$ cat config.mk
export PLATFORM = sky130hd
export DESIGN_NAME = tl_egress_merger_flat
export DESIGN_NICKNAME = d
export VERILOG_FILES = /design/src/rtl/tl_egress_merger_if.sv /design/src/rtl/tl_egress_merger.sv /design/src/flat_wrapper.sv
export SDC_FILE = /design/constraint.sdc
export NUM_CORES = 1
export LEC_CHECK = 0
export ABC_AREA = 1
export BUFFER_PORTS_ARGS = -buffer_cell sky130_fd_sc_hd__buf_4
export CORE_UTILIZATION = 27
export DETAILED_ROUTE_END_ITERATION = 12
export GPL_TIMING_DRIVEN = 0
export RECOVER_POWER = 50
export SYNTH_ARGS = -nofsm -noshare
export SYNTH_HDL_FRONTEND = slang
export SYNTH_SLANG_ARGS = --single-unit
$ cat constraint.sdc
create_clock -name clk -period 2.6 [get_ports clk]
set_clock_uncertainty 0.15 [all_clocks]
set_input_delay 0.52 -clock clk [delete_from_list [all_inputs] [get_ports clk]]
set_output_delay 0.52 -clock clk [all_outputs]
set_load 0.01 [all_outputs]
$ cat src/rtl/tl_egress_merger_if.sv
// Handshake bundle between the four class queues, the merger and the downstream link FIFO.
// The merger attaches through the slave modport; the queue/link environment uses master.
interface tl_egress_merger_if #(
    parameter int unsigned WIDTH = 12
);
    logic             empty0, empty1, empty2, empty3;
    logic [WIDTH-1:0] data_in0, data_in1, data_in2, data_in3;
    logic             pop0, pop1, pop2, pop3;
    logic             alm_full_dn;
    logic             push_out;
    logic [WIDTH-1:0] data_out;

    modport slave (
        input  empty0, empty1, empty2, empty3,
        input  data_in0, data_in1, data_in2, data_in3,
        input  alm_full_dn,
        output pop0, pop1, pop2, pop3,
        output push_out, data_out
    );

    modport master (
        output empty0, empty1, empty2, empty3,
        output data_in0, data_in1, data_in2, data_in3,
        output alm_full_dn,
        input  pop0, pop1, pop2, pop3,
        input  push_out, data_out
    );
endinterface

$ cat src/rtl/tl_egress_merger.sv
// Round-robin merger of four class queues onto one downstream FIFO, with a two-stage
// pop/push pipeline and per-class forwarded-word counters.
module tl_egress_merger #(
    parameter int unsigned WIDTH = 12,
    parameter int unsigned CNT_W = 5
) (
    input  logic                clk,
    input  logic                reset,
    input  logic                init,
    tl_egress_merger_if.slave   bus,
    input  logic [1:0]          idx,
    output logic [CNT_W-1:0]    count,
    output logic                count_valid,
    output logic [1:0]          state
);
    localparam logic [1:0] ST_INIT   = 2'd0;
    localparam logic [1:0] ST_IDLE   = 2'd1;
    localparam logic [1:0] ST_ACTIVE = 2'd2;

    logic [1:0]       state_q, state_d;
    logic [1:0]       rr_ptr_q;
    logic             s1_vld_q;
    logic [1:0]       s1_cls_q;
    logic             push_q;
    logic [WIDTH-1:0] dout_q;
    logic [CNT_W-1:0] cnt_q [4];

    logic [3:0]       empty_v;
    logic [WIDTH-1:0] din [4];
    logic             grant_vld;
    logic [1:0]       grant_cls;
    logic [1:0]       cand;

    assign empty_v = {bus.empty3, bus.empty2, bus.empty1, bus.empty0};
    assign din[0]  = bus.data_in0;
    assign din[1]  = bus.data_in1;
    assign din[2]  = bus.data_in2;
    assign din[3]  = bus.data_in3;

    // First non-empty queue at or after rr_ptr wins.
    always_comb begin
        grant_vld = 1'b0;
        grant_cls = rr_ptr_q;
        cand      = rr_ptr_q;
        if (state_q == ST_ACTIVE && !bus.alm_full_dn && !init) begin
            for (int i = 0; i < 4; i++) begin
                cand = rr_ptr_q + 2'(i);
                if (!grant_vld && !empty_v[cand]) begin
                    grant_vld = 1'b1;
                    grant_cls = cand;
                end
            end
        end
    end

    always_comb begin
        state_d = state_q;
        if (init) begin
            state_d = ST_INIT;
        end else begin
            case (state_q)
                ST_INIT:   state_d = ST_IDLE;
                ST_IDLE:   if (!(&empty_v)) state_d = ST_ACTIVE;
                ST_ACTIVE: if ((&empty_v) && !s1_vld_q && !push_q) state_d = ST_IDLE;
                default:   state_d = ST_INIT;
            endcase
        end
    end

    always_ff @(posedge clk or posedge reset) begin
        if (reset) begin
            state_q  <= ST_INIT;
            rr_ptr_q <= 2'd0;
            s1_vld_q <= 1'b0;
            s1_cls_q <= 2'd0;
            push_q   <= 1'b0;
            dout_q   <= '0;
            for (int k = 0; k < 4; k++) cnt_q[k] <= '0;
        end else begin
            state_q <= state_d;
            // init discards in-flight words and clears counters on the same edge.
            if (init || state_q == ST_INIT) begin
                rr_ptr_q <= 2'd0;
                s1_vld_q <= 1'b0;
                s1_cls_q <= 2'd0;
                push_q   <= 1'b0;
                for (int k = 0; k < 4; k++) cnt_q[k] <= '0;
            end else begin
                s1_vld_q <= grant_vld;
                s1_cls_q <= grant_cls;
                push_q   <= s1_vld_q;
                if (grant_vld) rr_ptr_q <= grant_cls + 2'd1;
                if (s1_vld_q) begin
                    dout_q          <= din[s1_cls_q];
                    cnt_q[s1_cls_q] <= cnt_q[s1_cls_q] + CNT_W'(1);
                end
            end
        end
    end

    assign bus.pop0     = grant_vld && (grant_cls == 2'd0);
    assign bus.pop1     = grant_vld && (grant_cls == 2'd1);
    assign bus.pop2     = grant_vld && (grant_cls == 2'd2);
    assign bus.pop3     = grant_vld && (grant_cls == 2'd3);
    assign bus.push_out = push_q;
    assign bus.data_out = dout_q;
    assign count        = cnt_q[idx];
    assign count_valid  = (state_q == ST_IDLE);
    assign state        = state_q;
endmodule

$ cat src/flat_wrapper.sv
// flat-port wrapper written by rule: the top's interface ports become plain ports
module tl_egress_merger_flat 
#(
    parameter int unsigned WIDTH = 12,
    parameter int unsigned CNT_W = 5
)
  (clk, reset, init, idx, count, count_valid, state, bus_empty0, bus_empty1, bus_empty2, bus_empty3, bus_data_in0, bus_data_in1, bus_data_in2, bus_data_in3, bus_alm_full_dn, bus_pop0, bus_pop1, bus_pop2, bus_pop3, bus_push_out, bus_data_out);
  tl_egress_merger_if #(.WIDTH(WIDTH)) bus_i ();
  input  logic clk;
  input  logic reset;
  input  logic init;
  input  logic [1:0] idx;
  output logic [CNT_W-1:0] count;
  output logic count_valid;
  output logic [1:0] state;
  input wire logic [$bits(bus_i.empty0)-1:0] bus_empty0;
  input wire logic [$bits(bus_i.empty1)-1:0] bus_empty1;
  input wire logic [$bits(bus_i.empty2)-1:0] bus_empty2;
  input wire logic [$bits(bus_i.empty3)-1:0] bus_empty3;
  input wire logic [$bits(bus_i.data_in0)-1:0] bus_data_in0;
  input wire logic [$bits(bus_i.data_in1)-1:0] bus_data_in1;
  input wire logic [$bits(bus_i.data_in2)-1:0] bus_data_in2;
  input wire logic [$bits(bus_i.data_in3)-1:0] bus_data_in3;
  input wire logic [$bits(bus_i.alm_full_dn)-1:0] bus_alm_full_dn;
  output wire logic [$bits(bus_i.pop0)-1:0] bus_pop0;
  output wire logic [$bits(bus_i.pop1)-1:0] bus_pop1;
  output wire logic [$bits(bus_i.pop2)-1:0] bus_pop2;
  output wire logic [$bits(bus_i.pop3)-1:0] bus_pop3;
  output wire logic [$bits(bus_i.push_out)-1:0] bus_push_out;
  output wire logic [$bits(bus_i.data_out)-1:0] bus_data_out;
  assign bus_i.empty0 = bus_empty0;
  assign bus_i.empty1 = bus_empty1;
  assign bus_i.empty2 = bus_empty2;
  assign bus_i.empty3 = bus_empty3;
  assign bus_i.data_in0 = bus_data_in0;
  assign bus_i.data_in1 = bus_data_in1;
  assign bus_i.data_in2 = bus_data_in2;
  assign bus_i.data_in3 = bus_data_in3;
  assign bus_i.alm_full_dn = bus_alm_full_dn;
  assign bus_pop0 = bus_i.pop0;
  assign bus_pop1 = bus_i.pop1;
  assign bus_pop2 = bus_i.pop2;
  assign bus_pop3 = bus_i.pop3;
  assign bus_push_out = bus_i.push_out;
  assign bus_data_out = bus_i.data_out;
  tl_egress_merger #(.WIDTH(WIDTH), .CNT_W(CNT_W)) u_core (.clk(clk), .reset(reset), .init(init), .bus(bus_i), .idx(idx), .count(count), .count_valid(count_valid), .state(state));
endmodule
== After elaboration in Yosys (flattened, before gate mapping) ==
Cells that the tools add are included.
W data, S select, Z words.

* Output and inout bits: 25
* Memories: 0
* Word-level logic and storage cells: 105
* Input bits: 58
* Bits in writable memories: 0
* Bits in read-only memories: 0
* Register bits after elaboration: 40
* Latch bits: 0

* Reductions and logical operators: 30
* Equality and inequality tests: 7
* Divide/modulo/power cells: 0
* Multipliers: 0
* Multiplexer cells: 43
* Shift-type cells: 0
* $add $sub $neg: 5
* Bitwise gates (word level): 3
* Order comparisons: 7

{| class="wikitable"
|+ Operator list
! kind !! count
|-
| $mux W20 || 2
|-
| $mux W5 || 5
|-
| $bmux W12 S2 || 1
|-
| $mux W12 || 2
|-
| $bmux W5 S2 || 2
|-
| $bwmux W20 || 1
|-
| $mux W2 || 10
|-
| $mux W1 || 14
|-
| $logic_and A1 B1 Y1 || 12
|-
| $lt A2 B3 Y1 const B || 4
|-
| $demux W5 S2 || 1
|-
| $logic_not A1 Y1 || 10
|-
| $bmux W1 S2 || 4
|-
| $eq A2 B2 Y1 const B || 3
|-
| $ge A3 B3 Y1 const B || 2
|-
| $ne A3 B3 Y1 const B || 2
|-
| $not A2 Y3 || 2
|-
| $pmux W2 S3 || 1
|-
| $add A5 B1 Y5 const B || 1
|-
| $add A2 B1 Y2 const B || 2
|-
| $add A2 B2 Y2 const B || 2
|-
| $eq A2 B1 Y1 const B || 2
|-
| $logic_not A2 Y1 || 2
|-
| $reduce_and A2 Y1 || 2
|-
| other kinds (5) || 6
|}

== Longest topological paths before layout ==
Gate-level depths: netlist of run 1.

* Depth after elaboration: 19
* Mapped depth: 15

== Worst setup path after synthesis of run 1 ==
Ideal clock, no wire load.

* Path type: register to output
* Start: register u_core.rr_ptr_q[0]
* End: output port bus_pop2
* Cell stages (with the launch flop): 16
* Arrival time: 1.663 ns
* Slack: 0.267 ns
* Path through: dfrtp_1 inv_2 buf_6 nand2_4 nand2_4 nand2_4 nand2_4 nand2_4 nor2_8 nand2_4 nand3_2 nand3_2 nand2_2 ha_1 inv_1 nor2_1

* Longest elaborated chain between the ends: 18
* Elaborated cells between the ends (all ways): 34

{| class="wikitable"
|+ RTL lines
! element !! line !! source
|-
| start: declaration || tl_egress_merger.sv:21 || <nowiki>logic [1:0] rr_ptr_q;</nowiki>
|-
| start signal: assignment || tl_egress_merger.sv:92 || <nowiki>if (grant_vld) rr_ptr_q <= grant_cls + 2'd1;</nowiki>
|-
| parallel branches: the longest is 17 deep, another holds $add A2 B1 Y2 || n/a ||
|-
| $logic_and A1 B1 Y1 * || tl_egress_merger.sv:103 || <nowiki>assign bus.pop2 = grant_vld && (grant_cls == 2'd2);</nowiki>
|-
| end: declaration || flat_wrapper.sv:27 || <nowiki>output wire logic [$bits(bus_i.pop2)-1:0] bus_pop2;</nowiki>
|}

Every way passes the cells marked *. The select of a mux whose other input is x is not followed.

== Worst setup path in the final report of run 1 ==
Ends and elaborated chain as after synthesis.

==> results.md, run 1 <==
* Status: finished with violations
* Failing checks: capacitance limit, slew limit, setup timing
* Crit share post-route at 1.082
* Req. time, crit path at 1.93 ns
* Slew Limit Fails at between 40 and 50
* Number of buffers inserted for hold repair after clock tree synthesis at 0
* Static Leakage at 1.932 nW
* Sum of overflow across all layers after global routing at 0
* Number of design-rule violations left by the first detailed-router iteration at 138
* Worst slew pin tran at 1.519 ns
* Number of vias in the routed layout at 2891
* Number of remaining DRC errors at 0
* Sequential fraction of the synthesis area at 0.3594
* Clk Latency, worst-skew pair at about 0.29 ns
* Final critical delay including setup and external delays at 2.814 ns
* CTS sink count at 40
* I/O pin cnt at slightly above 80
* Final weighted congestion in routability-driven placement at 0.8796
* Worst min-delay path class: input pin to flip-flop
* Crit. End Element: output pin
* Startpoint type of the worst setup path: flip-flop
* Number of antenna-violating nets in the routed design at 0
* Top metal layer carrying routed signals: met4
* Maxcap violations at 1
* Unique masters post-synth at 35
* Detailed Place HPWL at 6156 µm
* First-pass GRT wire length at 13610 µm
* Total global-route track usage at 0.1557
* Stage delay of the slowest cell on the critical path at 0.45 ns
* Number of enable flip-flop cells after synthesis at 0
* H-tree level count at 2
* Synth async-reset ratio at 1.000
* Met3 WL post-DR at a little under 400 µm
* Cells along the critical path: inv_4 -> buf_8 -> buf_6 -> nand2_2 -> nand2_2 -> nand2_2 -> nand2_4 -> nand2_4 -> nand2_2 -> nand3_2 -> nand3_2 -> nand3_2 -> nand2_2 -> ha_4 -> inv_2 -> nor2_4 -> buf_6
* TritonRoute pass-1 iters at 4
* Dominant cell type by count on the critical path: nand2_2
* Kind of critical path: flip-flop to output pin
* Worst setup slack after placement at -0.1236 ns
* Largest net degree at the start of global routing at 41
* Initial antenna violation count at 0
* Antenna cell count at 0
* Via count of the first global-routing pass at 2793
* Worst setup margin at -0.2145 ns
* Crit-path slowest cell: dfrtp_2
* Overall die area at 10730 µm²
* Met1 Routed Length at around 3600 µm
* Number of rows created at floorplan at 36
* Hold Worst Slack at 0.3204 ns
* Tot Pwr at about 0.0017 W
* Data arrival time of the critical path at 2.14 ns
* Number of setup violations in the final report at 4
* Instance count after placement with tap cells included at slightly below 600
* Cell Count, Final, Fillers Out at 614
* IR Drop Worst-Case VDD at 0.2186 mV
* Power per standard cell area at 421.2 nW/µm²
* Maximum clock path buffer count at 2
* Slew HR at -0.01390
* Post-detailed-routing wire length at 8220 µm
* Final Hold Viols at 0
* Setup repair after global routing missed its margin: yes
* Worst-path clk slew at 0.07 ns
* Routed wire length per instance at 13.39 µm
* Core Region at 9864 µm²
* Port Buf Inserts at slightly above 80
* Synthesis-stage register bit count at 40
* Syn Nets at 430
* Final standard cell utilization of the core at 0.3976
* Main flop type after synthesis: dfrtp_1
* Library cell used as clock root buffer: clkbuf_8
* Post-synthesis instance area at 2785 µm²
* Detail-routed via count per cell at between 4 and 5
* Synth Warn # at 0
* Mean instance size in the synthesized netlist at 7.527 µm²
* Max Fclk at 355.3 MHz
* Number of instances in the synthesized netlist at between 300 and 400
* Share of cells above drive strength 1 at 0.3846
* Largest driver fanout on the critical path at 6
* Total Nets Final at 540
* Overall die width at 103.6 µm
* Post-synthesis to final-layout area growth at 40.84%
* Clock buffer count from CTS at 5
* Die height at ~100 µm
* TritonCTS clock tree: built
* Met2 WL at roughly 4000 µm
* Initial core utilization at 0.2823
==> cells by family (layout without fill, tap and decap cells) <==
family	count (synthesis)	after routing	share of synthesized area
AOI/OAI and AO/OA	43	43	0.09749
xor gates and xnor gates	2	2	0.008987
adders and majority gates	2	2	0.008983
buffers and inverters	44	155	0.07053
DFF	40	40	0.3594
muxes	12	12	0.04852
and+or+nand+nor	227	227	0.4061
==> sequential cells by signal, indices dropped and copies added (netlist names) <==
register	flops
u_core.bus.data_out	12
u_core.bus.push_out	1
u_core.cnt_q	20
u_core.rr_ptr_q	2
u_core.s1_cls_q	2
u_core.s1_vld_q	1
u_core.state	2
==> worst paths after layout <==
path	to	slack (ns)	from	cells past startpoint
worst max-delay path	bus_pop2	-0.21	u_core.rr_ptr_q[0]	17
worst min register to register	u_core.bus.data_out[1]	0.35	u_core.bus.data_out[1]	1
max in group asynchronous	u_core.rr_ptr_q[0]	0.74	reset	2
worst max register to register	u_core.s1_cls_q[0]	0.47	u_core.rr_ptr_q[0]	16
min in group asynchronous	u_core.bus.data_out[8]	0.54	reset	2
worst min-delay path	u_core.state[0]	0.32	init	2
==> power by group <==
part / total [W] / switching (W) / internal (W)
Clock: 0.000503 / 0.000218 / 0.000285
Sequential: 0.000693 / 0.0000264 / 0.000667
Combinational: 0.000456 / 0.000226 / 0.000230
==> cell usage in the layout (no fill, tap or decap), types with 7 or more instances in the layout <==
cell,instances
nand2_2,15
nand3_1,20
buf_4,99
inv_1,27
mux2_2,11
clkbuf_1,7
o21ai_0,18
o22ai_1,8
nand4_1,13
nand2_4,14
nor2_1,19
dfrtp_1,39
nand3_2,10
nand2_1,126
==> cell type report <==
type,instances,area (µm²)
fill,1036,5942
multi-input combinational,286,1648
sequential,40,1002
timing repair buffer,103,788.3
tap,133,166.4
inverter,34,142.6
clock buffer,6,72.57
buffer,10,67.56
clock inverter,2,35.03
==> repair_timing <==
action / CTS / global route
endpoints found under the setup margin: 4 / 4
pin swaps: 21 / 14
setup buffers: 18 / 4
resized for setup: 21 / 5
==> stage by stage <==
step / area, µm² / setup TNS (ns)
3_5_place_dp: 3560 / -0.1236
4_1_cts: 3876 / -0.6761
2_1_floorplan: 2785 / 0
5_1_grt: 3923 / -1.094
3_3_place_gp: 3560 / -0.09601
6_report: 3923 / -0.6194
==> worst max-delay path, delay by kind of cell, from the launching register on <==
kind                     cells  cell delay (ns)
AND/OR/NAND/NOR             11             0.83
flip-flops                   1             0.45
buffers and inverters        5             0.47
adder cells (fa/ha/maj)      1             0.13
==> cell usage after synthesis, types with 2 or more instances <==
cell type    n  area, µm²
nand4_1     13      81.33
mux2_2      11      123.9
o21ai_0     18      90.09
nand2_2      8      50.05
nand3_1     22      110.1
ha_1         2      25.02
buf_6        3      33.78
nand2_4     13      146.4
nor2_4       3      33.78
inv_1       28      105.1
inv_2        5      18.77
nand3_2      8      80.08
o22ai_1      8      50.05
a22oi_1      5      37.54
dfrtp_1     40       1001
clkbuf_1     6      22.52
nand2_1    134      503.0
a21oi_1      5      25.02
nor2_1      22      82.58
==> per-layer routing <==
layer	up-vias	GRT usage
met5	-	0
met2	70	0.2498
li1	1431	-
met4	0	0.05176
met3	16	0.03524
met1	1374	0.2061
Note: power is estimated with default switching activity, not from simulation.
==> inputs of run 2 (changes only) <==
--- a/config.mk
+++ b/config.mk
@@ -8,9 +8,10 @@
 export ABC_AREA = 1
 export BUFFER_PORTS_ARGS = -buffer_cell sky130_fd_sc_hd__buf_4
 export CORE_UTILIZATION = 27
+export CTS_BUF_LIST = sky130_fd_sc_hd__clkbuf_16
 export DETAILED_ROUTE_END_ITERATION = 12
 export GPL_TIMING_DRIVEN = 0
-export RECOVER_POWER = 50
+export SKIP_LAST_GASP = 1
 export SYNTH_ARGS = -nofsm -noshare
 export SYNTH_HDL_FRONTEND = slang
 export SYNTH_SLANG_ARGS = --single-unit
==> results.md, run 2 (synthesis results as in run 1) <==
* Setup repair after global routing missed its margin: yes
* Number of setup violations in the final report at 4
* Static Leakage at 1.961 nW
* Share of cells above drive strength 1 at 0.3867
* Overall die width at 103.6 µm
* Cells on worst reg2reg path at 16
* Failing checks: setup timing
* Startpoint type of the worst setup path: flip-flop
* Kind of critical path: flip-flop to output pin
* Number of rows created at floorplan at 36
* Total global-route track usage at 0.1549
* Dominant cell type by count on the critical path: nand2_2
* Worst slew pin tran at between 0.8 and 0.9 ns
* Final standard cell utilization of the core at 0.4033
* Largest net degree at the start of global routing at 41
* Core Region at 9864 µm²
* Data arrival time of the critical path at 2.13 ns
* Power per standard cell area at approximately 460 nW/µm²
* Total Nets Final at 540
* Die height at between 100 and 150 µm
* Number of buffers inserted for hold repair after clock tree synthesis at 0
* Number of antenna-violating nets in the routed design at 0
* Biggest register: u_core.cnt_q
* Status: finished with violations
* Share of total power consumed by net switching at 0.2684
* Dominant delay contributor by cell family on the critical path: simple AND/OR/NAND/NOR gates
* Antenna cell count at 0
* Final critical delay including setup and external delays at ~2.8 ns
* Net switching power figure at between 0.0004 and 0.0005 W
* Library cell used as clock root buffer: clkbuf_16
* Capture instance of the worst register-to-register path: u_core.s1_cls_q[0]
* Flip-flop count of the largest register, all copies and words added at 20
* Worst r2r src: u_core.rr_ptr_q[0]
* Setup slack of the most critical reg-to-reg path at 0.48 ns
* Worst min-delay path class: input pin to asynchronous set/reset pin
* Maximum clock path buffer count at 2
* TritonRoute pass-1 iters at 4
* Stage delay of the slowest cell on the critical path at approximately 0.44 ns
* Clock buffer count from CTS at 5
* Final weighted congestion in routability-driven placement at 0.8796
* Max Fclk at 357.3 MHz
* IR Drop Worst-Case VDD at 0.3092 mV
* CTS sink count at 40
* Slew HR at 0.4182
* Crit-path slowest cell: dfrtp_2
* Largest driver fanout on the critical path at 6
* Overall die area at 10730 µm²
* Via count of the first global-routing pass at ~2.8k
* Detailed Place HPWL at approximately 6000 µm
* Sum of overflow across all layers after global routing at 0
* Leading cell types in the layout, fill and taps excluded: nand2_1, buf_4, dfrtp_1, inv_1, nand3_1
* Post-synthesis to final-layout area growth at 42.86%
* Clk Latency, worst-skew pair at 0.28 ns
* Number of vias in the routed layout at slightly below 3k
* Worst setup margin at -0.1987 ns
* Initial core utilization at 0.2823
* I/O pin cnt at 83
* Detail-routed via count per cell at 4.715
* Req. time, crit path at between 1.5 and 2 ns
* Most common cell after layout, fill and taps aside: nand2_1
* H-tree level count at 2
* Routed wire length per instance at 13.42 µm
* Initial antenna violation count at 0
* Buffers and inverters on the worst path at 5
* Post-detailed-routing wire length at 8239 µm
* Port Buf Inserts at 81
* Worst setup slack after placement at -0.1236 ns
* Cells along the critical path: inv_4 -> buf_8 -> buf_6 -> nand2_2 -> nand2_2 -> nand2_2 -> nand2_4 -> nand2_4 -> nand2_2 -> nand3_2 -> nand3_2 -> nand3_2 -> nand2_2 -> ha_4 -> inv_2 -> nor2_4 -> buf_6
* Number of design-rule violations left by the first detailed-router iteration at 159
* Slew Limit Fails at 0
* Share of power burned in the clock network at 0.374
* TritonCTS clock tree: built
* Sequential Power Share at 0.377
* Maxcap violations at 0
* Crit. End Element: output pin
* Number of remaining DRC errors at 0
* Portion of total power attributed to combinational logic at 0.248
* Internal power at 0.001346 W
* Filler cell count in the final layout at 1028
* Final Hold Viols at 0
* First-pass GRT wire length at roughly 14000 µm
* Crit share post-route at 1.076
* Worst-path clk slew at 0.06 ns
run 2: through the flow:
stage	power, W	hold slack, ns	setup TNS [ns]	cells	cell area [µm²]
final	0.001839	0.2762	-0.5512	614	3979
after detailed placement	0.001121	0.3306	-0.1236	584	3560
after global placement	0.001113	0.3339	-0.09601	584	3560
after CTS	0.001840	0.3146	-0.5929	610	3933
after global routing	0.001925	0.3286	-0.9904	614	3979
after floorplan	0.0009249	0.3156	0	370	2785
run 2: area by class of cell:
type / count / area (µm²) / share of cell area
Buffer: 10 / 67.56 / 0.01698
Clock buffer: 5 / 125.1 / 0.03145
Clock inverter: 3 / 38.79 / 0.009748
Inverter: 34 / 142.6 / 0.03585
Multi-Input combinational cell: 286 / 1648 / 0.4142
Sequential cell: 40 / 1002 / 0.2519
Tap cell: 133 / 166.4 / 0.04182
Timing Repair Buffer: 103 / 788.3 / 0.1981
run 2: worst max-delay path by stage:
stage / start / to / slack [ns] / depth (start not counted)
after detailed placement: bus_empty1 / bus_pop2 / -0.12 / 15
after global routing: u_core.rr_ptr_q[0] / bus_pop2 / -0.30 / 17
after global placement: bus_empty1 / bus_pop2 / -0.1 / 15
after CTS: u_core.rr_ptr_q[0] / bus_pop2 / -0.19 / 16
final: u_core.rr_ptr_q[0] / bus_pop2 / -0.20 / 17
after floorplan: u_core.rr_ptr_q[0] / bus_pop2 / 0.27 / 15
run 2: routing by layer:
layer	routed length (µm)	part of all wire	up-vias	track usage
li1	-	-	1436	-
met1	3639	0.44	1366	0.2075
met2	3986	0.48	77	0.2488
met3	415	0.050	16	0.03461
met4	199	0.024	0	0.04555
met5	0	0	-	0
run 2: repair_timing:
item	in CTS	in global routing
pin swaps	21	14
setup endpoints to repair	4	4
setup buffers	18	4
resized for setup	21	5
run 2: power groups by stage:
stage / Clock (W) / Combinational (W) / Sequential (W)
finish: 0.000688 / 0.000457 / 0.000694
global route: 0.000730 / 0.000494 / 0.000700
CTS: 0.000700 / 0.000445 / 0.000694
detailed placement: 0 / 0.000416 / 0.000705
global placement: 0 / 0.000410 / 0.000704
floorplan: 0 / 0.000201 / 0.000724
